<file path="src/rtl/ps2_key_typer.sv">
// Auto-typer: turns accepted ASCII characters into timed PS/2 make/break events on
// the 65-bit ps2_key bus so the keyboard matrix decoder sees real keystrokes.
module ps2_key_typer #(
    parameter int HOLD_CYCLES = 800000,
    parameter int GAP_CYCLES  = 800000
) (
    input  logic        clk,
    input  logic        reset,
    input  logic [7:0]  char_in,
    input  logic        char_valid,
    output logic        char_ready,
    input  logic        abort,
    output logic [64:0] ps2_key,
    output logic        busy,
    output logic        dropped
);
    localparam int MAX_CYC = (HOLD_CYCLES > GAP_CYCLES) ? HOLD_CYCLES : GAP_CYCLES;
    localparam int CW      = $clog2(MAX_CYC + 1);
    localparam logic [7:0] LSHIFT = 8'h12;

    typedef enum logic [2:0] {IDLE, SH_DN, KEY_DN, KEY_UP, SH_UP, WAIT, GAP} state_t;

    state_t        state, next;
    logic [CW-1:0] cnt;
    logic [7:0]    code_q;
    logic          shift_q, key_down, shift_down;
    logic [9:0]    map;
    logic          accept, emit;
    logic [7:0]    emit_code, emit_pfx, cur_code;

    // {mappable, needs_shift, scancode}; letters fold to lower case (PET upper-case mode)
    function automatic logic [9:0] map_ascii(input logic [7:0] c);
        logic [7:0] l;
        l = (c >= 8'h41 && c <= 8'h5A) ? (c | 8'h20) : c;
        case (l)
            8'h61: map_ascii = {2'b10, 8'h1C};  8'h62: map_ascii = {2'b10, 8'h32};
            8'h63: map_ascii = {2'b10, 8'h21};  8'h64: map_ascii = {2'b10, 8'h23};
            8'h65: map_ascii = {2'b10, 8'h24};  8'h66: map_ascii = {2'b10, 8'h2B};
            8'h67: map_ascii = {2'b10, 8'h34};  8'h68: map_ascii = {2'b10, 8'h33};
            8'h69: map_ascii = {2'b10, 8'h43};  8'h6A: map_ascii = {2'b10, 8'h3B};
            8'h6B: map_ascii = {2'b10, 8'h42};  8'h6C: map_ascii = {2'b10, 8'h4B};
            8'h6D: map_ascii = {2'b10, 8'h3A};  8'h6E: map_ascii = {2'b10, 8'h31};
            8'h6F: map_ascii = {2'b10, 8'h44};  8'h70: map_ascii = {2'b10, 8'h4D};
            8'h71: map_ascii = {2'b10, 8'h15};  8'h72: map_ascii = {2'b10, 8'h2D};
            8'h73: map_ascii = {2'b10, 8'h1B};  8'h74: map_ascii = {2'b10, 8'h2C};
            8'h75: map_ascii = {2'b10, 8'h3C};  8'h76: map_ascii = {2'b10, 8'h2A};
            8'h77: map_ascii = {2'b10, 8'h1D};  8'h78: map_ascii = {2'b10, 8'h22};
            8'h79: map_ascii = {2'b10, 8'h35};  8'h7A: map_ascii = {2'b10, 8'h1A};
            8'h30: map_ascii = {2'b10, 8'h45};  8'h31: map_ascii = {2'b10, 8'h16};
            8'h32: map_ascii = {2'b10, 8'h1E};  8'h33: map_ascii = {2'b10, 8'h26};
            8'h34: map_ascii = {2'b10, 8'h25};  8'h35: map_ascii = {2'b10, 8'h2E};
            8'h36: map_ascii = {2'b10, 8'h36};  8'h37: map_ascii = {2'b10, 8'h3D};
            8'h38: map_ascii = {2'b10, 8'h3E};  8'h39: map_ascii = {2'b10, 8'h46};
            8'h20: map_ascii = {2'b10, 8'h29};  8'h0D: map_ascii = {2'b10, 8'h5A};
            8'h08: map_ascii = {2'b10, 8'h66};  8'h1B: map_ascii = {2'b10, 8'h76};
            8'h2C: map_ascii = {2'b10, 8'h41};  8'h2E: map_ascii = {2'b10, 8'h49};
            8'h2F: map_ascii = {2'b10, 8'h4A};  8'h3B: map_ascii = {2'b10, 8'h4C};
            8'h2D: map_ascii = {2'b10, 8'h4E};  8'h27: map_ascii = {2'b10, 8'h52};
            8'h3D: map_ascii = {2'b10, 8'h55};  8'h5B: map_ascii = {2'b10, 8'h54};
            8'h5D: map_ascii = {2'b10, 8'h5B};  8'h5C: map_ascii = {2'b10, 8'h5D};
            8'h21: map_ascii = {2'b11, 8'h16};  8'h40: map_ascii = {2'b11, 8'h1E};
            8'h23: map_ascii = {2'b11, 8'h26};  8'h24: map_ascii = {2'b11, 8'h25};
            8'h25: map_ascii = {2'b11, 8'h2E};  8'h5E: map_ascii = {2'b11, 8'h36};
            8'h26: map_ascii = {2'b11, 8'h3D};  8'h2A: map_ascii = {2'b11, 8'h3E};
            8'h28: map_ascii = {2'b11, 8'h46};  8'h29: map_ascii = {2'b11, 8'h45};
            8'h3C: map_ascii = {2'b11, 8'h41};  8'h3E: map_ascii = {2'b11, 8'h49};
            8'h3F: map_ascii = {2'b11, 8'h4A};  8'h3A: map_ascii = {2'b11, 8'h4C};
            8'h5F: map_ascii = {2'b11, 8'h4E};  8'h22: map_ascii = {2'b11, 8'h52};
            8'h2B: map_ascii = {2'b11, 8'h55};
            default: map_ascii = 10'd0;
        endcase
    endfunction

    assign map        = map_ascii(char_in);
    assign char_ready = (state == IDLE) & ~abort & ~reset;
    assign accept     = char_valid & char_ready;
    assign busy       = (state != IDLE);
    assign cur_code   = (state == IDLE) ? map[7:0] : code_q;

    always_comb begin
        next = state;
        case (state)
            IDLE:    if (accept && map[9]) next = map[8] ? SH_DN : KEY_DN;
            SH_DN:   next = WAIT;
            KEY_DN:  next = WAIT;
            WAIT:    if (cnt == '0) next = key_down ? KEY_UP : KEY_DN;
            KEY_UP:  next = shift_q ? SH_UP : GAP;
            SH_UP:   next = GAP;
            GAP:     if (cnt == '0) next = IDLE;
            default: next = IDLE;
        endcase
        // Abort releases whatever is held, key first, then shift; never lingers in GAP
        if (abort && state != IDLE) begin
            if (key_down)        next = KEY_UP;
            else if (shift_down) next = SH_UP;
            else                 next = IDLE;
        end
    end

    // Emitting states last one cycle, so the event is registered on entry and is
    // visible for the whole cycle the FSM spends in that state.
    always_comb begin
        emit      = 1'b0;
        emit_pfx  = 8'h00;
        emit_code = cur_code;
        case (next)
            SH_DN:   begin emit = 1'b1; emit_code = LSHIFT; end
            KEY_DN:  emit = 1'b1;
            KEY_UP:  begin emit = 1'b1; emit_pfx = 8'hF0; end
            SH_UP:   begin emit = 1'b1; emit_pfx = 8'hF0; emit_code = LSHIFT; end
            default: emit = 1'b0;
        endcase
    end

    always_ff @(posedge clk or posedge reset) begin
        if (reset) begin
            state      <= IDLE;
            cnt        <= '0;
            code_q     <= 8'h00;
            shift_q    <= 1'b0;
            key_down   <= 1'b0;
            shift_down <= 1'b0;
            ps2_key    <= '0;
            dropped    <= 1'b0;
        end else begin
            state   <= next;
            dropped <= accept & ~map[9];
            if (accept && map[9]) begin
                code_q  <= map[7:0];
                shift_q <= map[8];
            end
            if (next == WAIT && state != WAIT)     cnt <= CW'(HOLD_CYCLES - 1);
            else if (next == GAP && state != GAP)  cnt <= CW'(GAP_CYCLES - 1);
            else if (next == IDLE)                 cnt <= '0;
            else if (cnt != '0)                    cnt <= cnt - 1'b1;
            if (emit) ps2_key <= {~ps2_key[64], 48'd0, emit_pfx, emit_code};
            if (next == KEY_DN) key_down <= 1'b1;
            if (next == KEY_UP) key_down <= 1'b0;
            if (next == SH_DN)  shift_down <= 1'b1;
            if (next == SH_UP)  shift_down <= 1'b0;
        end
    end
endmodule

</file>
<file path="config.mk">
export PLATFORM = sky130hd
export DESIGN_NAME = ps2_key_typer
export DESIGN_NICKNAME = d
export VERILOG_FILES = /design/src/rtl/ps2_key_typer.sv
export SDC_FILE = /design/constraint.sdc
export NUM_CORES = 1
export LEC_CHECK = 0
export CAP_MARGIN = 0
export CORE_ASPECT_RATIO = 1.1
export CORE_MARGIN = 2
export CORE_UTILIZATION = 40
export DETAILED_ROUTE_END_ITERATION = 7
export DONT_BUFFER_PORTS = 1
export PLACE_DENSITY = 0.64
export SLEW_MARGIN = 20
export SYNTH_ARGS = -nofsm -noshare
export SYNTH_HDL_FRONTEND = slang
export SYNTH_SLANG_ARGS = --single-unit
</file>
<file path="constraint.sdc">
create_clock -name clk -period 7 [get_ports clk]
set_clock_uncertainty 0.2 [all_clocks]
set_input_delay 1.05 -clock clk [delete_from_list [all_inputs] [get_ports clk]]
set_output_delay 1.05 -clock clk [all_outputs]
set_load 0.005 [all_outputs]
</file>
; ---- Word level (Yosys, flattened, before mapping)
; Memories as Yosys holds them, arrays and structs flattened.
; Index checks and enable logic that the tools add are counted.
[op_classes]
n_mux = 24
magnitude_cmp = 2
eq_ne = 14
n_reduce_logical = 17
bitwise_logic = 8
addsub = 1
[ops]
columns = op, count
row1 = 20-bit two-way mux, 4
row2 = 8-bit two-way mux, 3
row3 = 20-bit logical NOT, 1
row4 = 20-bit nonzero test, 1
row5 = "20-bit by 1-bit subtractor with 20-bit output, second input constant", 1
row6 = "3-bit == test, second input constant", 6
row7 = 3-bit two-way mux, 6
row8 = 3-bit one-hot mux with 6 select lines, 1
row9 = "3-bit by 2-bit == test with 1-bit output, second input constant", 4
row10 = 10-bit two-way mux, 1
row11 = "8-bit by 7-bit >= comparator with 1-bit output, second input constant", 1
row12 = "8-bit by 7-bit <= comparator with 1-bit output, second input constant", 1
row13 = "3-bit by 1-bit == test with 1-bit output, second input constant", 2
row14 = 3-bit logical NOT, 2
row15 = 1-bit two-way mux, 6
row16 = 6-bit two-way mux, 1
row17 = "3-bit inequality test, second input constant", 2
row18 = 2-bit OR reduction, 3
row19 = 1-bit logical AND, 5
row20 = 1-bit bitwise AND, 4
row21 = 2-bit two-way mux, 2
row22 = 1-bit inverter, 4
row23 = 2-bit nonzero test, 2
row24 = 4-bit nonzero test, 1
row25 = 2 further kinds, 2
[totals]
mem_count = 1
inputBits = 12
word_cells = 75
regBits = 52
romBits = 1152
[memory_table]
columns = memory, words, width, read_ports, rd_clocked_by_memory_dff, wr, line_no
row1 = (name not given), 128, 9, 1, 0, 0, 35  ; case (l)

; ---- Longest topological paths before layout
; An unclocked memory read counts as a cell.
[logic_depth]
word_depth = 13
mapped_depth = 13
depth_no_buf = 11

; ---- Least setup slack after synthesis
; Ideal clock, no wire load.
[synth_path]
path_kind = input to register
from = input char_in[1]
to = register cnt[13]
path_stages = 12
setup_ps = 147
t_arrival_ps = 3419
slack_ps = 3234
cell_sequence = clkbuf_1 -> inv_1 -> ha_1 -> or4b_4 -> a211o_1 -> a21oi_1 -> nor2_1 -> a21boi_4 -> inv_4 -> nor3_4 -> buf_6 -> o31ai_2
[synth_between]
elab_chain_cells = 13
elab_cells_between_ends = 20
[synth_lines]
columns = item, line_no
row1 = "start, declared", 9  ; input logic [7:0] char_in,
row2 = 8-bit by 7-bit >= comparator with 1-bit output / 8-bit by 7-bit <= comparator with 1-bit output (equally long branches), 34  ; l = (c >= 8'h41 && c <= 8'h5A) ? (c | 8'h20) : c;
row3 = 1-bit logical AND, 34
row4 = 6-bit two-way mux (*), 34
row5 = memory 128 x 9 bit (*), n/a
row6 = 10-bit two-way mux (*), 35
row7 = 2-bit two-way mux / 1-bit logical AND (equally long branches), 83  ; IDLE: if (accept && map[9]) next = map[8] ? SH_DN : KEY_DN;
row8 = 3-bit two-way mux (*), 83
row9 = 3-bit one-hot mux with 6 select lines (*), 82  ; case (state)
row10 = 3-bit two-way mux (*), 93  ; if (abort && state != IDLE) begin
row11 = via next[1], 23  ; state_t state, next;
row12 = 3-bit logical NOT / 3-bit == test (equally long branches), "134, 133"
row13 = 20-bit two-way mux / 1-bit logical AND (equally long branches), "134, 133"
row14 = 20-bit two-way mux, 133  ; else if (next == GAP && state != GAP) cnt <= CW'(GAP_CYCLES - 1);
row15 = 20-bit two-way mux, 132  ; if (next == WAIT && state != WAIT) cnt <= CW'(HOLD_CYCLES - 1);
row16 = "end signal, assigned", 132
row17 = "end signal, assigned", 133
row18 = "end signal, assigned", 135  ; else if (cnt != '0) cnt <= cnt - 1'b1;
row19 = "end, declared", 24  ; logic [CW-1:0] cnt;
; Mark *: on every way through the listed nets, which the timed path passes. The rest lies on a longest branch.
; A chain may end at the register's enable or synchronous reset.

; ---- Final worst setup path
[layout_path]
from = input char_in[0]
to = register cnt[15]
; The elaborated chain is that of the path after synthesis.

==> flow_results.org <==
** Setup path
- STA classifies the critical path startpoint as an input pin.
- Data on the critical path is required at its endpoint by about 7.0 ns.
- Crit-path max FO :: 18
- Crit Path Category :: in2reg
- Data arrives at the worst endpoint at around 4.0 ns.
- STA classifies the critical path endpoint as a register.

** Min path
- The min-delay analysis places its worst path in the category reg2reg.

** Cells and area
- Area overhead of the layout relative to synthesis :: 0.209%
- Cells fill 40.8% of the core in the end.
- Seq. cell area :: between 1000 and 1500 sq um
- Number of antenna cells inserted :: 0
- Most common cell after layout, fill and taps aside :: conb_1
- After filler insertion, the fill cell instance count of the layout stands at between 1,000 and 1,500.
- The post-route netlist has about an eighth of its cells at a drive strength greater than 1.
- Commonest non-fill, non-tap cells in the layout :: conb_1 (53), dfrtp_1 (43), nor2_1 (30)
- Layout Nets :: ~500
- Multi-input combinational cell area :: roughly 2700 sq um

** Logic synthesis
- Area share of the largest cell type after synthesis :: between 20% and 30%
- Synth area leaders :: dfrtp_1 (26%), buf_4 (10%), o21ai_0 (3.5%), xnor2_1 (3.3%), ha_1 (3.3%)
- Summing the areas of all and, or, nand and nor instances in the mapped netlist gives 22.1% of the synthesized area.
- Synthesis produced a netlist whose cell count is around 500.
- During synthesis, Yosys emitted a total of 0 warnings.
- Yosys reg bits :: between 40 and 50
- Number of distinct standard cells referenced by the synthesized netlist :: around 80
- Leading register cell type out of synthesis :: dfrtp_1
- Sequential elements use between 20% and 30% of the synthesized area.
- Fraction of the mapped netlist area in adder cells :: about 3.3%
- Number of enable flip-flop cells after synthesis :: 0
- Mux share of post-synthesis cell area :: 5.84%
- A synthesized cell averages about 8.5 sq um.
- The synthesized netlist occupies a cell area of around 4200 sq um.
- Summing the areas of all compound-gate instances in the mapped netlist gives between 20 and 25% of the synthesized area.
- The largest total area in the synthesized netlist belongs to dfrtp_1.
- Share of async-settable or async-resettable flops after synthesis :: 100%
- Main combinational cell family by area after synthesis :: compound AO/OA/AOI/OAI gates
- Of the total synthesized cell area, the portion taken by XOR and XNOR cells is 4.80%.

** Timing
- Maximum achievable frequency :: ~250 MHz
- Unrepaired setup endpoints after global routing :: false
- For the pin with the worst max-slew slack, the measured transition is between 0.7 and 0.8 ns.
- Final Hold Viols :: 0
- Setup violations remaining at the end of the flow were counted as 0.
- Once routing completed, OpenROAD measured the worst setup slack at between 2 and 3 ns.
- The routed design could run at a clock period as short as 4.05 ns.
- Final slew viol count :: 0
- The final critical path takes up 57.8% of the cycle.
- For the final routed database, the setup TNS stands at 0 ns.
- Headroom to the max-slew limit came out at between 50 and 60%.

** Global routing
- Summed over all layers, the global routing overflow is 0.
- Maximum number of pins on one net before global-route repair :: 48
- Across every metal layer, demand over resource in global routing totals around 18%.
- The initial antenna violation count is 0.
- The number of global-route vias before repair was 3,216.
- The first global-routing pass estimated 16,400 microns of wire.

** Job
- Max-Cap Viols :: 0

** Power
- Power per unit of standard cell area :: ~320 nW/um^2
- Static Leakage :: about 1.7 nW
- Total chip power :: between 0.001 and 0.0015 W
- Across the VDD grid, the largest voltage drop is 0.135 mV.

** Drt
- DRT iter0 DRCs :: about 300
- Dividing the detail-routed wire length by the instance count gives between 15 and 20 microns.
- For this run, design rule violations remaining after detail routing come to 0.
- The routed layout has between 3,000 and 4,000 vias.
- The pre-antenna-repair detailed-routing pass consisted of 5 iterations.
- In this run the remaining antenna-violating nets after routing total 0.
- Summed over all layers, the routed wires come to approximately 9800 microns.
- Via/cell ratio :: between 5 and 6

** Status
- Run status :: finished, final reports clean

** CTS
- # resized after CTS :: 0
- Total of hold buffers inserted after clock tree synthesis :: 0
- Buffers from clock root to sink, at most :: 2
- TritonCTS buffer count :: 5
- Total clock sinks :: 43
- In this run the post-CTS setup repair buffer count came out at 0.
- TritonCTS built the clock tree.
- Deepest level of the CTS H-tree :: 2
- Worst-Skew Late Latency :: just under 0.3 ns
- Clock transition time at the flip-flop clock pins of the worst setup and hold paths :: 0.06 ns
- Clock Tree Root :: clkbuf_16

** Die
- The initial utilization of the core area, before any placement, comes to approximately 40%.
- The core region is approximately 10,000 sq um.
- X dimension of the die :: 102 microns
- Die Span Y :: around 110 microns
- I/O pin total :: 80
- The die covers around 11,000 sq um.
- Placement row count :: 39

** Place
- HPWL Detailed :: between 6000 and 7000 microns
- Worst slack at placement :: 2.50 ns
- Global placement routability congestion :: around 0.9
- Buffers placed on the I/O ports in this run total 0.
-- layout make-up --
class | count | area share (%)
multi-input cells | 394 | 63.7
flip-flops and latches | 43 | 25.6
well taps | 143 | 4.25
clock buffers | 6 | 3.30
inverters | 17 | 1.58
clock inverters | 2 | 0.833
repair buffers | 3 | 0.714
-- layer usage --
metal | routed length (microns) | global-route usage [%] | vias to the layer above
met1 | 4250 | 24.2 | 1616
met4 | 276 | 6.22 | 0
met3 | 647 | 4.52 | 27
met5 | 0 | 0 | -
li1 | - | - | 1617
met2 | 4630 | 27.4 | 116
-- where the power goes --
group	switching, W	internal (W)	total [W]
Sequential	0.000112	0.000344	0.000456
Combinational	0.000350	0.000267	0.000616
Clock	0.0000959	0.000177	0.000273
Total	0.000557	0.000788	0.00135
-- cells in the mapped netlist, types with 3 or more instances --
master / n
o21ai_2: 4
nor3b_1: 3
a31oi_1: 5
mux2i_1: 11
o22ai_1: 3
buf_4: 57
a211o_1: 3
nand2b_1: 7
a21o_1: 3
buf_1: 5
clkbuf_1: 20
o211ai_1: 6
o221ai_1: 4
xor2_1: 7
inv_1: 15
a21oi_1: 12
a311oi_1: 4
nand2_1: 29
nor3b_2: 5
nand3_1: 11
nor2b_1: 12
o21ai_1: 8
or4_1: 3
o31ai_1: 5
mux2_2: 11
o2bb2ai_1: 4
nor3_1: 19
a211oi_1: 6
xnor2_1: 16
nand4_1: 3
ha_1: 11
or3_1: 10
buf_2: 5
nor2_1: 30
dfrtp_1: 43
and4b_1: 3
o31ai_2: 5
o21ai_0: 29
buf_6: 3
-- worst max-delay path: stages --
cell,delay (ns)
inv_1,0.15
ha_1,0.38
or4b_1,0.49
nand2b_1,0.18
a211o_1,0.32
a31oi_2,0.59
a21boi_4,0.18
inv_4,0.16
nor3_4,0.11
buf_8,0.18
nor4b_4,0.23
-- registers in the layout, indices dropped and copies added, names as in the netlist --
name        count
state           3
shift_down      1
ps2_key         9
key_down        1
cnt            20
shift_q         1
dropped         1
code_q          7
-- metrics by stage --
stage	cell area [sq um]	hold WS, ns	instances
after floorplan	4390	0.275	544
after global placement	4010	0.286	599
after detailed placement	4010	0.299	599
after CTS	4180	0.312	607
after global routing	4210	0.333	608
final	4210	0.311	608
-- cells by family after synthesis --
family	count (synthesis)
multiplexers	23
AND/OR/NAND/NOR	156
AO/OA/AOI/OAI	128
other	1
buffers and inverters	107
adder cells (fa/ha/maj)	11
XOR/XNOR	23
flip-flops	43
-- worst paths after layout --
kind / from / end / slack (ns) / cells past startpoint
setup / recovery: char_in[0] / cnt[15] / 2.95 / 11
hold / removal: code_q[4] / code_q[4] / 0.31 / 1
setup reg to reg: cnt[3] / cnt[15] / 3.39 / 9
hold reg to reg: code_q[4] / code_q[4] / 0.31 / 1
max in group asynchronous: reset / code_q[4] / 5.64 / 2
min in group asynchronous: reset / ps2_key[64] / 0.58 / 2
Note: power is estimated with default switching activity, not from simulation.
